==> config.mk <==
export PLATFORM = sky130hd
export DESIGN_NAME = lcd_spi_tx_flat
export DESIGN_NICKNAME = d
export VERILOG_FILES = /design/src/rtl/lcd_spi_tx_if.sv /design/src/rtl/lcd_spi_tx.sv /design/src/flat_wrapper.sv
export SDC_FILE = /design/constraint.sdc
export NUM_CORES = 1
export LEC_CHECK = 0
export ABC_AREA = 1
export ABC_CLOCK_PERIOD_IN_PS = 2300
export CAP_MARGIN = 10
export CORE_MARGIN = 2
export CORE_UTILIZATION = 40
export DETAILED_ROUTE_END_ITERATION = 8
export PLACE_DENSITY = 0.65
export SETUP_SLACK_MARGIN = 0.02
export SLEW_MARGIN = 20
export SYNTH_ARGS = -nofsm -noshare
export SYNTH_HDL_FRONTEND = slang
export SYNTH_SLANG_ARGS = --single-unit
==> constraint.sdc <==
create_clock -name clk -period 2.3 [get_ports clk]
set_clock_uncertainty 0.05 [all_clocks]
set_input_delay 0.46 -clock clk [delete_from_list [all_inputs] [get_ports clk]]
set_output_delay 0.46 -clock clk [all_outputs]
set_load 0.02 [all_outputs]
==> src/rtl/lcd_spi_tx_if.sv <==
// FIFO read handshake plus the LCD serial pins of the SPI LCD serialiser.
// The slave modport is the serialiser; the master modport is the FIFO/LCD side.
interface lcd_spi_tx_if #(
    parameter int WIDTH = 9
);
    logic             in_valid;
    logic             in_ready;
    logic [WIDTH-1:0] in_data;
    logic             lcd_sclk;
    logic             lcd_mosi;
    logic             lcd_dc;
    logic             lcd_cs_n;
    logic             busy;

    modport master (
        output in_valid, in_data,
        input  in_ready, lcd_sclk, lcd_mosi, lcd_dc, lcd_cs_n, busy
    );

    modport slave (
        input  in_valid, in_data,
        output in_ready, lcd_sclk, lcd_mosi, lcd_dc, lcd_cs_n, busy
    );
endinterface

==> src/rtl/lcd_spi_tx.sv <==
// SPI mode-0 serialiser for 9-bit LCD command/data words popped from a FIFO.
// Bit WIDTH-1 drives D/C, bits 7:0 go out MSB first; CS stays low across back-to-back words.
module lcd_spi_tx #(
    parameter int CLK_DIV = 2,
    parameter int WIDTH   = 9
) (
    input  logic          clk,
    input  logic          rst,
    lcd_spi_tx_if.slave   bus
);
    localparam int            DW       = $clog2(CLK_DIV) + 1;
    localparam logic [DW-1:0] DIV_LAST = DW'(CLK_DIV - 1);

    typedef enum logic [1:0] {
        IDLE  = 2'd0,
        FETCH = 2'd1,
        SHIFT = 2'd2,
        DONE  = 2'd3
    } state_t;

    state_t        state_q, state_d;
    logic [DW-1:0] div_cnt_q, div_cnt_d;
    logic [3:0]    half_cnt_q, half_cnt_d;
    logic [7:0]    shreg_q, shreg_d;
    logic          sclk_q, sclk_d;
    logic          mosi_q, mosi_d;
    logic          dc_q, dc_d;
    logic          cs_n_q, cs_n_d;
    logic          can_pop_s;

    // Pops only happen from IDLE/DONE; rst masks the pop so nothing is lost during reset.
    assign can_pop_s    = (state_q == IDLE) || (state_q == DONE);
    assign bus.in_ready = ~rst & bus.in_valid & can_pop_s;
    assign bus.busy     = (state_q != IDLE);
    assign bus.lcd_sclk = sclk_q;
    assign bus.lcd_mosi = mosi_q;
    assign bus.lcd_dc   = dc_q;
    assign bus.lcd_cs_n = cs_n_q;

    // State and output registers.
    always_ff @(posedge clk or posedge rst) begin
        if (rst) begin
            state_q    <= IDLE;
            div_cnt_q  <= '0;
            half_cnt_q <= 4'd0;
            shreg_q    <= 8'd0;
            sclk_q     <= 1'b0;
            mosi_q     <= 1'b0;
            dc_q       <= 1'b0;
            cs_n_q     <= 1'b1;
        end else begin
            state_q    <= state_d;
            div_cnt_q  <= div_cnt_d;
            half_cnt_q <= half_cnt_d;
            shreg_q    <= shreg_d;
            sclk_q     <= sclk_d;
            mosi_q     <= mosi_d;
            dc_q       <= dc_d;
            cs_n_q     <= cs_n_d;
        end
    end

    // Next-state and next-output logic.
    always_comb begin
        state_d    = state_q;
        div_cnt_d  = div_cnt_q;
        half_cnt_d = half_cnt_q;
        shreg_d    = shreg_q;
        sclk_d     = sclk_q;
        mosi_d     = mosi_q;
        dc_d       = dc_q;
        cs_n_d     = cs_n_q;

        case (state_q)
            IDLE: begin
                if (bus.in_valid) begin
                    state_d = FETCH;
                end else begin
                    state_d = IDLE;
                end
            end

            // The FIFO presents the popped word one cycle after the pop.
            FETCH: begin
                shreg_d    = bus.in_data[7:0];
                dc_d       = bus.in_data[WIDTH-1];
                mosi_d     = bus.in_data[7];
                cs_n_d     = 1'b0;
                sclk_d     = 1'b0;
                div_cnt_d  = '0;
                half_cnt_d = 4'd0;
                state_d    = SHIFT;
            end

            SHIFT: begin
                if (div_cnt_q == DIV_LAST) begin
                    div_cnt_d  = '0;
                    sclk_d     = ~sclk_q;
                    half_cnt_d = half_cnt_q + 4'd1;
                    // Data only moves on falling edges; the last falling edge ends the byte.
                    if (sclk_q && (half_cnt_q == 4'd15)) begin
                        state_d = DONE;
                    end else if (sclk_q) begin
                        shreg_d = {shreg_q[6:0], 1'b0};
                        mosi_d  = shreg_q[6];
                    end else begin
                        shreg_d = shreg_q;
                    end
                end else begin
                    div_cnt_d = div_cnt_q + DW'(1);
                end
            end

            DONE: begin
                if (bus.in_valid) begin
                    state_d = FETCH;
                end else begin
                    cs_n_d  = 1'b1;
                    mosi_d  = 1'b0;
                    state_d = IDLE;
                end
            end

            default: begin
                state_d = IDLE;
            end
        endcase
    end
endmodule
==> src/flat_wrapper.sv <==
// flat-port wrapper written by rule: the top's interface ports become plain ports
module lcd_spi_tx_flat 
#(
    parameter int CLK_DIV = 2,
    parameter int WIDTH   = 9
)
  (clk, rst, bus_in_valid, bus_in_data, bus_in_ready, bus_lcd_sclk, bus_lcd_mosi, bus_lcd_dc, bus_lcd_cs_n, bus_busy);
  lcd_spi_tx_if #(.WIDTH(WIDTH)) bus_i ();
  input  logic clk;
  input  logic rst;
  input wire logic [$bits(bus_i.in_valid)-1:0] bus_in_valid;
  input wire logic [$bits(bus_i.in_data)-1:0] bus_in_data;
  output wire logic [$bits(bus_i.in_ready)-1:0] bus_in_ready;
  output wire logic [$bits(bus_i.lcd_sclk)-1:0] bus_lcd_sclk;
  output wire logic [$bits(bus_i.lcd_mosi)-1:0] bus_lcd_mosi;
  output wire logic [$bits(bus_i.lcd_dc)-1:0] bus_lcd_dc;
  output wire logic [$bits(bus_i.lcd_cs_n)-1:0] bus_lcd_cs_n;
  output wire logic [$bits(bus_i.busy)-1:0] bus_busy;
  assign bus_i.in_valid = bus_in_valid;
  assign bus_i.in_data = bus_in_data;
  assign bus_in_ready = bus_i.in_ready;
  assign bus_lcd_sclk = bus_i.lcd_sclk;
  assign bus_lcd_mosi = bus_i.lcd_mosi;
  assign bus_lcd_dc = bus_i.lcd_dc;
  assign bus_lcd_cs_n = bus_i.lcd_cs_n;
  assign bus_busy = bus_i.busy;
  lcd_spi_tx #(.CLK_DIV(CLK_DIV), .WIDTH(WIDTH)) u_core (.clk(clk), .rst(rst), .bus(bus_i));
endmodule
# ---- Yosys cells after proc, flatten, opt, wreduce, memory -nomap -nowiden
# Index checks and enable logic that the tools add are counted.
dict set report word_totals {
  wordCells 58
  inputBits 12
  out_inout_bits 6
  ff_bits 19
}
dict set report op_classes {
  mux 21
  n_eq_ne 10
  add_sub_neg 2
  bitwise_logic 4
  reduce_logical 13
}
# op count
set ops {}
lappend ops {{two-way mux 7 bit} 3}
lappend ops {{one-hot mux 7 bit (2 select lines)} 1}
lappend ops {{one-hot mux 4 bit (2 select lines)} 1}
lappend ops {{two-way mux 1 bit} 7}
lappend ops {{two-way mux 2 bit} 3}
lappend ops {{!= test 2 x 1 -> 1 bit (second input constant)} 3}
lappend ops {{one-hot mux 2 bit (3 select lines)} 1}
lappend ops {{AND reduction 2 bit} 3}
lappend ops {{nonzero test 2 bit} 3}
lappend ops {{AND reduction 5 bit} 1}
lappend ops {{adder 4 x 1 -> 4 bit (second input constant)} 1}
lappend ops {{== test 2 x 1 -> 1 bit (second input constant)} 2}
lappend ops {{== test 2 bit (second input constant)} 2}
lappend ops {{== test 4 bit (second input constant)} 1}
lappend ops {{two-way mux 4 bit} 1}
lappend ops {{!= test 2 bit (second input constant)} 2}
lappend ops {{one-hot mux 1 bit (2 select lines)} 2}
lappend ops {{one-hot mux 2 bit (2 select lines)} 1}
lappend ops {{AND reduction 4 bit} 1}
lappend ops {{one-hot mux 1 bit (3 select lines)} 1}
lappend ops {{nonzero test 3 bit} 1}
lappend ops {{adder 2 x 1 -> 2 bit (second input constant)} 1}
lappend ops {{AND 1 bit} 2}
lappend ops {{zero test 2 bit} 1}
lappend ops {{other kinds (4)} 5}

# ---- Depth between registers and ports, before layout
dict set report logic_depth {
  word_depth 5
  mapped_depth 9
  depth_no_buf 8
}

# ---- Worst setup path before layout
# No wires, ideal clock.
dict set report synth_path {
  path_type {register to output}
  start {register u_core.state_q[0]}
  end {output port bus_in_ready}
  required_ps 1790
  arrival_ps 1283
  path_buffers 0
  slack_ps 507
  stages_incl_launch_ff 4
  path_cell_list {dfrtp_1 -> inv_1 -> ha_1 -> nor3_1}
}
dict set report synth_via {
  elab_chain_len 3
  word_cells_on_any_way 4
  cone_classes {eq/ne: 1; bitwise: 1; reduce/logical: 2}
}
# item line_no
set synth_rtl {}
lappend synth_rtl {{from (decl)} lcd_spi_tx.sv:21} ;# state_t state_q, state_d;
lappend synth_rtl {{from (signal assigned)} lcd_spi_tx.sv:52} ;# state_q <= state_d;
lappend synth_rtl {{== test 2 bit / zero test 2 bit (equally long branches)} lcd_spi_tx.sv:32} ;# assign can_pop_s = (state_q == IDLE) || (state_q == DONE);
lappend synth_rtl {{logical OR 1 bit *} lcd_spi_tx.sv:32}
lappend synth_rtl {{AND 1 bit *} lcd_spi_tx.sv:33} ;# assign bus.in_ready = ~rst & bus.in_valid & can_pop_s;
lappend synth_rtl {{to (decl)} flat_wrapper.sv:13} ;# output wire logic [$bits(bus_i.in_ready)-1:0] bus_in_ready;
# Mark *: on every way between the ends. The rest lies on a longest branch, timed or not.

# ---- Worst setup path after layout
# Ends and elaborated chain as after synthesis.

==> reports/results.ini <==
[run_status]
status = finished, final reports clean

[finish]
antennaDiodeCount = 0
layout.nets = 178
syn_to_final_growth_pct = 21.9
final_layout_size_suffix_gt1_frac = 0.0692
regArea_um2 = 477
final_cell_count_no_fill = 189
fin_area_um2 = 1290
fillers = 241
multi_input_area_um2 = 515

[pwr]
clkPwrFrac = 0.112
swShare = 0.453
p_switching_w = 0.000703
combPwrFrac = 0.538
power.leakage_nw = 0.656
p_int_w = 0.000847
seqPwrFrac = 0.350
powerDensity_nw_per_um2 = 1200
vdd_drop_max_mv = 0.700

[global_route]
grt_pass1_wl_um = 3950
grt_pass1_vias = 919
grt-ovfl-total = 0
grt_max_degree = 20
groute.usage.overall = 0.160
antenna_found_initial = 0

[sta]
hold_viol = 0
drv_slew = 0
slew_headroom = 0.724
tns_ns = 0
fin_ws_ns = 0.125
max_clock_freq_mhz = 460
finalCritPeriodShare = 0.946
rsz0062_at_grt = no
layout_min_cycle_time_ns = 2.18
setup_viol = 0
worst_slew_pin_slew_ns = 0.410

[clock_tree]
cts_tree = done
cts_inserted_buffers = 3
clk_root_buffer_cell = clkbuf_4
ctsResizeCount = 1
clk_latency_ns = 0.30
post-cts-setup-buffers = 0
clk_path_buf_depth = 2
cts_sinks = 19
postCtsHoldBufs = 0
htreeDepth = 1
clk_pin_slew_ns = 0.10

[placement]
dp_slack_ns = 0.0321
hpwl_um = 1580
placed_area_um2 = 1270
gp_congestion = 0.799
io_buffers = 17
post-place-cells = 185

[die]
coreArea_um2 = 2500
fp-row-count = 18
die_y_um = 55.5
start_util = 0.425
dieArea_um2 = 3080
io_pins = 18
die_w_um = 55.5

[critical_path]
critical_path_arrival_ns = 1.67
start_kind = register
critPathMaxFanout = 4
crit_path_end_kind = primary output
path_class = reg -> out
required_ns = 1.79

[logic_synthesis]
synth-seq-area-share = 0.449
syn_avg_cell_area_um2 = 7.70
synthTopCellsByArea = dfrtp_1, nand2_1, ha_1
netlist.area_leader.share = 0.424
synth_cells = 138
yosysWarnings = 0
synth_fp_nets = 156
syn_area_um2 = 1060
ys_ff_latch = 19
synthDistinctLibCells = 18
synth_largest_area_cell = dfrtp_1

[worst_hold_path]
hold_path.class = reg -> reg

[drt]
drc = 0
vias = 898
drt_pass1_iterations = 4
ant_nets = 0
drtIter0Drc = 19
routed_via_density = 4.75
routed_wl_um = 2130
wl_per_cell_um = 11.2

[flow_run]
cap_violations = 0

==> registers in the layout, indices dropped and copies added, names as in the netlist <==
signal               cells
u_core.bus.lcd_cs_n      1
u_core.bus.lcd_dc        1
u_core.bus.lcd_mosi      1
u_core.bus.lcd_sclk      1
u_core.div_cnt_q         2
u_core.half_cnt_q        4
u_core.shreg_q           7
u_core.state_q           2
==> final timing paths <==
path	startpoint	endpoint	slack, ns	depth (start not counted)
max	u_core.state_q[0]$_DFFE_PP0P_	bus_in_ready	0.12	4
min	u_core.bus.lcd_cs_n$_DFFE_PP1P_	u_core.bus.lcd_cs_n$_DFFE_PP1P_	0.43	2
max reg2reg	u_core.state_q[0]$_DFFE_PP0P_	u_core.state_q[1]$_DFFE_PP0P_	0.50	7
min reg2reg	u_core.bus.lcd_cs_n$_DFFE_PP1P_	u_core.bus.lcd_cs_n$_DFFE_PP1P_	0.43	2
max in group asynchronous	rst	u_core.bus.lcd_cs_n$_DFFE_PP1P_	1.48	3
min in group asynchronous	rst	u_core.state_q[0]$_DFFE_PP0P_	0.46	3
==> routing by layer <==
metal / GRT usage / vias up / wire, um
met5: 0 / - / 0
met2: 0.279 / 19 / 1050
met1: 0.191 / 400 / 965
li1: - / 477 / -
met3: 0.0515 / 2 / 97
met4: 0.0348 / 0 / 15
==> cells in the final DEF, fill, tap and decap left out <==
cell type        count
nand2_1             62
a21boi_0             1
clkbuf_4             3
ha_1                 6
nor3_1               2
nand3_1             11
nand2_2              1
clkdlybuf4s50_1     16
o21ai_4              1
dfstp_2              1
clkdlybuf4s15_1      1
xnor2_1              1
dfrtp_1             18
o21ai_0             11
inv_6                1
buf_4                2
o21ai_2              1
nand3_4              1
inv_1               12
clkbuf_1             1
nor2_1               6
==> worst max-delay path, stage by stage, from the launching register on <==
cell	delay, ns
dfrtp_1	0.41
inv_1	0.10
ha_1	0.34
nor3_1	0.19
clkdlybuf4s15_1	0.32
==> cells by family (layout without fill, tap and decap cells) <==
| group | after synthesis | in the layout | share of synthesized area |
|---|---|---|---|
| xor+xnor | 1 | 1 | 0.00825 |
| simple gates | 83 | 83 | 0.324 |
| compound gates | 14 | 14 | 0.0825 |
| fa+ha+maj | 6 | 6 | 0.0707 |
| flops | 19 | 19 | 0.449 |
| buf+inv | 15 | 36 | 0.0660 |
==> final cells by class <==
| class | count | area share |
|---|---|---|
| repair buffers | 19 | 0.143 |
| clock buffers | 4 | 0.0203 |
| inverters | 13 | 0.0415 |
| multi-input cells | 104 | 0.398 |
| well taps | 30 | 0.0290 |
| flip-flops and latches | 19 | 0.368 |
==> synthesized netlist by cell type, drive strengths merged <==
master   n
inv     13
nor2     6
ha       6
a21boi   1
xnor2    1
dfstp    1
nor3     2
nand3   12
buf      2
o21ai   13
nand2   63
dfrtp   18
==> metrics by stage <==
| stage | hold WS, ns | power (W) | util |
|---|---|---|---|
| after CTS | 0.438 | 0.00156 | 0.518 |
| after detailed placement | 0.415 | 0.00139 | 0.508 |
| final | 0.432 | 0.00155 | 0.518 |
| after global routing | 0.471 | 0.00173 | 0.518 |
| after floorplan | 0.360 | 0.00115 | - |
| after global placement | 0.403 | 0.00137 | 0.508 |
==> power by group through the flow <==
stage / sequential, W / clock, W / combinational [W]
floorplan: 0.000572 / 0 / 0.000581
global placement: 0.000542 / 0 / 0.000832
detailed placement: 0.000548 / 0 / 0.000842
CTS: 0.000543 / 0.000177 / 0.000840
global route: 0.000561 / 0.000192 / 0.000977
finish: 0.000542 / 0.000173 / 0.000834
No activity file was read; power rests on OpenSTA's default activity.
